==> src/rtl/seg7_pkg.sv <==
// Shared types and constants for the two-digit multiplexed 7-segment scanner.
// Segment patterns are ordered segment 7 (middle) down to segment 1 (top).
package seg7_pkg;

    typedef enum logic [1:0] {
        SHOW_U  = 2'd0,
        BLANK_A = 2'd1,
        SHOW_T  = 2'd2,
        BLANK_B = 2'd3
    } scan_state_e;

    localparam int DEF_SCAN_DIV     = 1000;
    localparam int DEF_BLANK_CYCLES = 8;
    localparam int CONV_CYCLES      = 7;

    localparam logic [6:0] SEG_0   = 7'b0111111;
    localparam logic [6:0] SEG_1   = 7'b0000110;
    localparam logic [6:0] SEG_2   = 7'b1011011;
    localparam logic [6:0] SEG_3   = 7'b1001111;
    localparam logic [6:0] SEG_4   = 7'b1100110;
    localparam logic [6:0] SEG_5   = 7'b1101101;
    localparam logic [6:0] SEG_6   = 7'b1111100;
    localparam logic [6:0] SEG_7   = 7'b0000111;
    localparam logic [6:0] SEG_8   = 7'b1111111;
    localparam logic [6:0] SEG_9   = 7'b1100111;
    localparam logic [6:0] SEG_OFF = 7'b0000000;

    localparam logic [1:0] EN_OFF   = 2'b00;
    localparam logic [1:0] EN_UNITS = 2'b01;
    localparam logic [1:0] EN_TENS  = 2'b10;

    // One double-dabble step on a {tens,units} pair: correct digits >= 5, then shift in bit_in.
    function automatic logic [7:0] add3_shift(input logic [7:0] bcd, input logic bit_in);
        logic [3:0] u;
        logic [3:0] t;
        logic [7:0] adj;
        u = bcd[3:0];
        t = bcd[7:4];
        if (u >= 4'd5) u = u + 4'd3;
        if (t >= 4'd5) t = t + 4'd3;
        adj = {t, u};
        return (adj << 1) | {7'd0, bit_in};
    endfunction

endpackage

==> src/rtl/seg7_scan_ctrl_dec.sv <==
// Combinational BCD nibble to 7-segment pattern decoder; codes above 9 go dark.
module seg7_scan_ctrl_dec
    import seg7_pkg::*;
(
    input  logic [3:0] digit,
    output logic [6:0] seg
);

    always_comb begin
        seg = SEG_OFF;
        case (digit)
            4'd0:    seg = SEG_0;
            4'd1:    seg = SEG_1;
            4'd2:    seg = SEG_2;
            4'd3:    seg = SEG_3;
            4'd4:    seg = SEG_4;
            4'd5:    seg = SEG_5;
            4'd6:    seg = SEG_6;
            4'd7:    seg = SEG_7;
            4'd8:    seg = SEG_8;
            4'd9:    seg = SEG_9;
            default: seg = SEG_OFF;
        endcase
    end

endmodule

==> src/rtl/seg7_scan_ctrl.sv <==
// Two-digit 7-segment scan controller: sequential binary-to-BCD conversion with a
// one-entry pending slot, and a free-running units/blank/tens/blank scan FSM.
module seg7_scan_ctrl
    import seg7_pkg::*;
#(
    parameter int SCAN_DIV     = DEF_SCAN_DIV,
    parameter int BLANK_CYCLES = DEF_BLANK_CYCLES
) (
    input  logic       clk,
    input  logic       reset,
    input  logic [6:0] value,
    input  logic       load,
    output logic [6:0] segments,
    output logic [1:0] digit_en,
    output logic       busy
);

    localparam int CNT_MAX = (SCAN_DIV > BLANK_CYCLES) ? SCAN_DIV : BLANK_CYCLES;
    localparam int CW      = $clog2(CNT_MAX + 1);
    localparam int BW      = $clog2(CONV_CYCLES + 1);

    localparam logic [CW-1:0] SHOW_LEN  = CW'(SCAN_DIV);
    localparam logic [CW-1:0] BLANK_LEN = CW'(BLANK_CYCLES);
    localparam logic [BW-1:0] BITS_LEN  = BW'(CONV_CYCLES);

    scan_state_e   state_q, state_d;
    logic [CW-1:0] cnt_q, cnt_d;

    logic          busy_q, busy_d;
    logic [BW-1:0] bit_cnt_q, bit_cnt_d;
    logic [6:0]    bin_q, bin_d;
    logic [7:0]    work_q, work_d;
    logic [7:0]    disp_q, disp_d;
    logic          pend_vld_q, pend_vld_d;
    logic [6:0]    pend_q, pend_d;

    logic [6:0]    seg_q, seg_d;
    logic [1:0]    en_q, en_d;

    logic [6:0]    sat_value;
    logic [7:0]    work_next;
    logic          conv_done;
    logic [3:0]    digit_sel;
    logic [6:0]    dec_seg;

    // Conversion engine; display registers are only written on the final step.
    always_comb begin
        sat_value  = (value > 7'd99) ? 7'd99 : value;
        work_next  = add3_shift(work_q, bin_q[6]);
        conv_done  = busy_q && (bit_cnt_q == BW'(1));

        busy_d     = busy_q;
        bit_cnt_d  = bit_cnt_q;
        bin_d      = bin_q;
        work_d     = work_q;
        disp_d     = disp_q;
        pend_vld_d = pend_vld_q;
        pend_d     = pend_q;

        if (busy_q) begin
            work_d    = work_next;
            bin_d     = {bin_q[5:0], 1'b0};
            bit_cnt_d = bit_cnt_q - BW'(1);
            if (conv_done) begin
                disp_d = work_next;
                // A load landing on the completion edge is newer than anything pending.
                if (load) begin
                    bin_d      = sat_value;
                    work_d     = 8'd0;
                    bit_cnt_d  = BITS_LEN;
                    pend_vld_d = 1'b0;
                end else if (pend_vld_q) begin
                    bin_d      = pend_q;
                    work_d     = 8'd0;
                    bit_cnt_d  = BITS_LEN;
                    pend_vld_d = 1'b0;
                end else begin
                    busy_d = 1'b0;
                end
            end else if (load) begin
                pend_d     = sat_value;
                pend_vld_d = 1'b1;
            end
        end else if (load) begin
            busy_d    = 1'b1;
            bin_d     = sat_value;
            work_d    = 8'd0;
            bit_cnt_d = BITS_LEN;
        end
    end

    always_comb begin
        state_d = state_q;
        cnt_d   = cnt_q - CW'(1);
        if (cnt_q == CW'(1)) begin
            case (state_q)
                SHOW_U:  begin state_d = BLANK_A; cnt_d = BLANK_LEN; end
                BLANK_A: begin state_d = SHOW_T;  cnt_d = SHOW_LEN;  end
                SHOW_T:  begin state_d = BLANK_B; cnt_d = BLANK_LEN; end
                default: begin state_d = SHOW_U;  cnt_d = SHOW_LEN;  end
            endcase
        end
    end

    assign digit_sel = (state_q == SHOW_T) ? disp_q[7:4] : disp_q[3:0];

    seg7_scan_ctrl_dec u_dec (
        .digit (digit_sel),
        .seg   (dec_seg)
    );

    always_comb begin
        seg_d = SEG_OFF;
        en_d  = EN_OFF;
        case (state_q)
            SHOW_U: begin
                seg_d = dec_seg;
                en_d  = EN_UNITS;
            end
            SHOW_T: begin
                if (disp_q[7:4] != 4'd0) begin
                    seg_d = dec_seg;
                    en_d  = EN_TENS;
                end
            end
            default: begin
                seg_d = SEG_OFF;
                en_d  = EN_OFF;
            end
        endcase
    end

    always_ff @(posedge clk) begin
        if (reset) begin
            state_q    <= SHOW_U;
            cnt_q      <= SHOW_LEN;
            busy_q     <= 1'b0;
            bit_cnt_q  <= '0;
            bin_q      <= '0;
            work_q     <= '0;
            disp_q     <= '0;
            pend_vld_q <= 1'b0;
            pend_q     <= '0;
            seg_q      <= SEG_OFF;
            en_q       <= EN_OFF;
        end else begin
            state_q    <= state_d;
            cnt_q      <= cnt_d;
            busy_q     <= busy_d;
            bit_cnt_q  <= bit_cnt_d;
            bin_q      <= bin_d;
            work_q     <= work_d;
            disp_q     <= disp_d;
            pend_vld_q <= pend_vld_d;
            pend_q     <= pend_d;
            seg_q      <= seg_d;
            en_q       <= en_d;
        end
    end

    assign segments = seg_q;
    assign digit_en = en_q;
    assign busy     = busy_q;

endmodule

==> config.mk <==
export PLATFORM = sky130hd
export DESIGN_NAME = seg7_scan_ctrl
export DESIGN_NICKNAME = d
export VERILOG_FILES = /design/src/rtl/seg7_pkg.sv /design/src/rtl/seg7_scan_ctrl_dec.sv /design/src/rtl/seg7_scan_ctrl.sv
export SDC_FILE = /design/constraint.sdc
export NUM_CORES = 1
export LEC_CHECK = 0
export CAP_MARGIN = 25
export CORE_MARGIN = 3
export CORE_UTILIZATION = 52
export CTS_CLUSTER_DIAMETER = 40
export DETAILED_ROUTE_END_ITERATION = 8
export PLACE_DENSITY = 0.75
export SKIP_CTS_REPAIR_TIMING = 1
export SLEW_MARGIN = 20
export SYNTH_ARGS = -nofsm -noshare
export SYNTH_HDL_FRONTEND = slang
export SYNTH_SLANG_ARGS = --single-unit
==> constraint.sdc <==
create_clock -name clk -period 1.7 [get_ports clk]
set_input_delay 0.34 -clock clk [delete_from_list [all_inputs] [get_ports clk]]
set_output_delay 0.34 -clock clk [all_outputs]
set_load 0.02 [all_outputs]
==> reports/results.md <==
| Metric | Reported | Unit |
| --- | --- | --- |
| Status | finished, final reports clean | - |
| Async SR Flop Fraction | 0 | % |
| Site Rows | 25 | - |
| Crit path launch type | register | - |
| Syn-to-layout area delta | 21.88 | % |
| Global Route Usage Sum | 19.29 | % |
| Share of final-layout standard cells stronger than drive strength 1 | 17.48 | % |
| Min cycle time layout | 1.665 | ns |
| Number of enable-type register cells in the synthesized netlist | 0 | - |
| Count of placed standard cells in the final layout, fillers left out | 416 | - |
| Nets in the synthesized netlist | 328 | - |
| Area of the die | 6104 | um^2 |
| TritonCTS clock tree | built | - |
| CTS Buffer Depth | 2 | - |
| Hold Slack | 0.4664 | ns |
| Top-area cell type share of the netlist area | 41.44 | % |
| Synthesized netlist cell count | 303 | - |
| Unique cell type count in the Yosys netlist | 51 | - |
| Violation count after the first detailed-route iteration | 85 | - |
| Vertical die dimension | 78.13 | um |
| Remaining max-slew budget at the tightest pin | 67.56 | % |
| Top_reg_cell synth | dfxtp_1 | - |
| Detailed-placement wirelength estimate | 4.271 | mm |
| Classification of the worst-slack hold path | register to register | - |
| DRC Markers | 0 | - |
| Maximum net fanout on the critical path | 5 | - |
| Arrival time worst endpoint | 1.84 | ns |
| Clock skew after layout | 0.01024 | ns |
| Worst skew pair latency | 0.30 | ns |
| Final setup vio count | 0 | - |
| Routed via count divided by cell count | 5.493 | - |
| Clock tree root driver cell | clkbuf_8 | - |
| Average detailed-routed wire length per instance | 13.45 | um |
| Clock Power Share | 28.0 | % |
| Final GP Congestion | 0.8857 | - |
| RSZ-0062 raised after global routing | yes | - |
| Power density over the cells | 784.3 | nW/um^2 |
| Initial standard-cell utilization of the core | 55.44 | % |
| Number of routed nets with antenna violations | 0 | - |
| Total iterations of the first detailed-routing run | 4 | - |
| Number of CTS-inserted buffers | 5 | - |
| Maximum level of the CTS H-tree | 2 | - |
| Final hold vios | 0 | - |
| Power spent charging and discharging nets | 0.6724 | mW |
| DIE WIDTH | 78.13 | um |
| Flop and latch count out of synthesis | 56 | - |
| Share of the yosys chip area belonging to registers | 41.44 | % |
| Total I/O pin count | 20 | - |
| Leakage power | 1.301 | nW |
| Number of global-route vias before repair | 2222 | - |
| Crit share post-route | 97.92 | % |
| Total internal power | 1.913 | mW |
| Reg power frac | 55.9 | % |
| Placed instance count | 408 | - |
| Total of buffers placed on input and output ports | 19 | - |
| Post-synthesis average cell area | 8.928 | um^2 |
| Critical path capture point type | register | - |
| Switching share of power | 26.00 | % |
| Total core area | 4880 | um^2 |
| Number of nets in the finished design | 373 | - |
| Number of antenna violations at the first check in global routing | 0 | - |
| Main area contributors after synthesis | dfxtp_1 41%, ha_1 6.9%, a21oi_1 4.8% | - |
| Post-route cell area | 3297 | um^2 |
| Total inserted antenna cells | 0 | - |
| Total routed wirelength | 5.597 | mm |
| Portion of total power attributed to combinational logic | 16.1 | % |
| Placed Instance Area | 3173 | um^2 |
| # Max-Cap Violations | 0 | - |
| Total standard cell area after synthesis | 2705 | um^2 |
| Critical path required time | 1.87 | ns |
| Crit Path Category | register to register | - |
| Wire length of the first global-routing pass | 9.639 | mm |
| Clock edge transition at the registers on the reported setup and hold paths | 0.09 | ns |
| Biggest area consumer among synthesized cells | dfxtp_1 | - |
| Maximum VDD drop | 0.6913 | mV |
| Layout fillers | 415 | - |
| Total via count after detailed routing | 2285 | - |
| Final Max Slew Viols | 0 | - |
| Total Neg Setup Slack | 0 | ns |
| Yosys warnings | 0 | - |
| Leftover overflow at the end of global routing | 0 | - |
| Largest net degree at the start of global routing | 16 | - |
| Max frequency | 600.8 | MHz |
| Slew at the pin closest to its max-slew limit | 0.4790 | ns |
| Clk sinks | 56 | - |
==> registers in the layout (all words and copies together), names as in the netlist <==
name,cells
bit_cnt_q,3
busy,1
pend_q,7
state_q,2
work_q,8
pend_vld_q,1
segments,7
bin_q,7
digit_en,2
cnt_q,10
disp_q,8
==> cell usage in the layout (no fill, tap or decap), drive strengths merged, types with 6 or more instances in the layout <==
master,Yosys,routed
nand2,30,30
buf,9,32
a21o,6,6
o21ai,14,14
clkbuf,4,8
nor3,10,10
clkdlybuf4s50,0,18
nand3,8,8
ha,15,15
a211oi,8,8
xor2,6,6
mux2i,6,6
inv,16,16
a21oi,26,26
nor2,24,24
dfxtp,56,56
==> area by class of cell <==
class / count / area, um^2 / share of cell area [%]
clock buffers: 8 / 90.09 / 2.732
inverters: 16 / 60.06 / 1.822
flip-flops and latches: 56 / 1124 / 34.08
well taps: 67 / 83.83 / 2.543
multi-input cells: 218 / 1503 / 45.58
repair buffers: 51 / 436.7 / 13.24
==> power by group through the flow <==
stage	Clock, mW	Combinational (mW)	Sequential (mW)
after floorplan	0	0.239	1.48
after global placement	0	0.401	1.47
after detailed placement	0	0.412	1.47
after CTS	0.742	0.413	1.44
after global routing	0.802	0.460	1.46
final	0.725	0.415	1.45
==> final timing paths <==
kind	from	to	slack (ns)	cells past startpoint
worst max-delay path	state_q[0]$_SDFFE_PP0P_	segments[3]$_SDFF_PP0_	0.04	7
worst min-delay path	work_q[5]$_SDFFE_PP0P_	work_q[5]$_SDFFE_PP0P_	0.47	2
worst max register to register	state_q[0]$_SDFFE_PP0P_	segments[3]$_SDFF_PP0_	0.04	7
worst min register to register	work_q[5]$_SDFFE_PP0P_	work_q[5]$_SDFFE_PP0P_	0.47	2
==> critical path, stage by stage (launching register included) <==
cell and delay, ns:
dfxtp_2 0.34, inv_2 0.08, ha_4 0.18, mux2_4 0.35, ha_4 0.22, and2_1 0.14
o21ai_1 0.15, a21oi_1 0.08
==> cell families (layout without fill, tap and decap cells) <==
group | count (synthesis) | count (layout) | share of synthesized area, %
simple gates | 101 | 101 | 19.24
compound gates | 84 | 84 | 20.49
flops | 56 | 56 | 41.44
buf+inv | 29 | 75 | 4.949
fa+ha+maj | 15 | 15 | 6.938
xor+xnor | 9 | 9 | 2.914
mux | 9 | 9 | 4.024
==> stage by stage <==
| stage | setup slack [ns] | util, % | power [mW] |
|---|---|---|---|
| 5_1_grt | -0.01911 | 67.56 | 2.719 |
| 3_5_place_dp | -0.1714 | 65.03 | 1.886 |
| 2_1_floorplan | 0.0002334 | - | 1.716 |
| 3_3_place_gp | -0.05900 | 65.03 | 1.873 |
| 6_report | 0.03543 | 67.56 | 2.586 |
| 4_1_cts | -0.1048 | 66.87 | 2.600 |
==> synthesized netlist by cell type (3+ instances only) <==
library cell / n
o21ai_0: 7
dfxtp_1: 56
ha_1: 15
a211oi_1: 8
a22oi_1: 4
nor3b_1: 5
xor2_1: 6
inv_1: 14
nand2_1: 30
nor2b_1: 5
nand3_1: 8
a21oi_1: 26
xnor2_1: 3
a21o_1: 6
nand3b_1: 3
clkbuf_1: 4
nor3_1: 8
buf_2: 5
nor2_1: 23
o21a_1: 3
a22o_1: 4
a311oi_1: 3
o31ai_1: 3
nand2b_1: 5
mux2i_1: 4
a221oi_1: 5
o21ai_1: 7
==> layer usage <==
layer | GRT usage [%] | wire length (um) | part of all wire [%]
met1 | 24.01 | 2663 | 48
met2 | 33.65 | 2635 | 47
met3 | 3.440 | 235 | 4.2
met4 | 6.294 | 62 | 1.1
met5 | 0 | 0 | 0
Power figures use the tool's default switching activity.
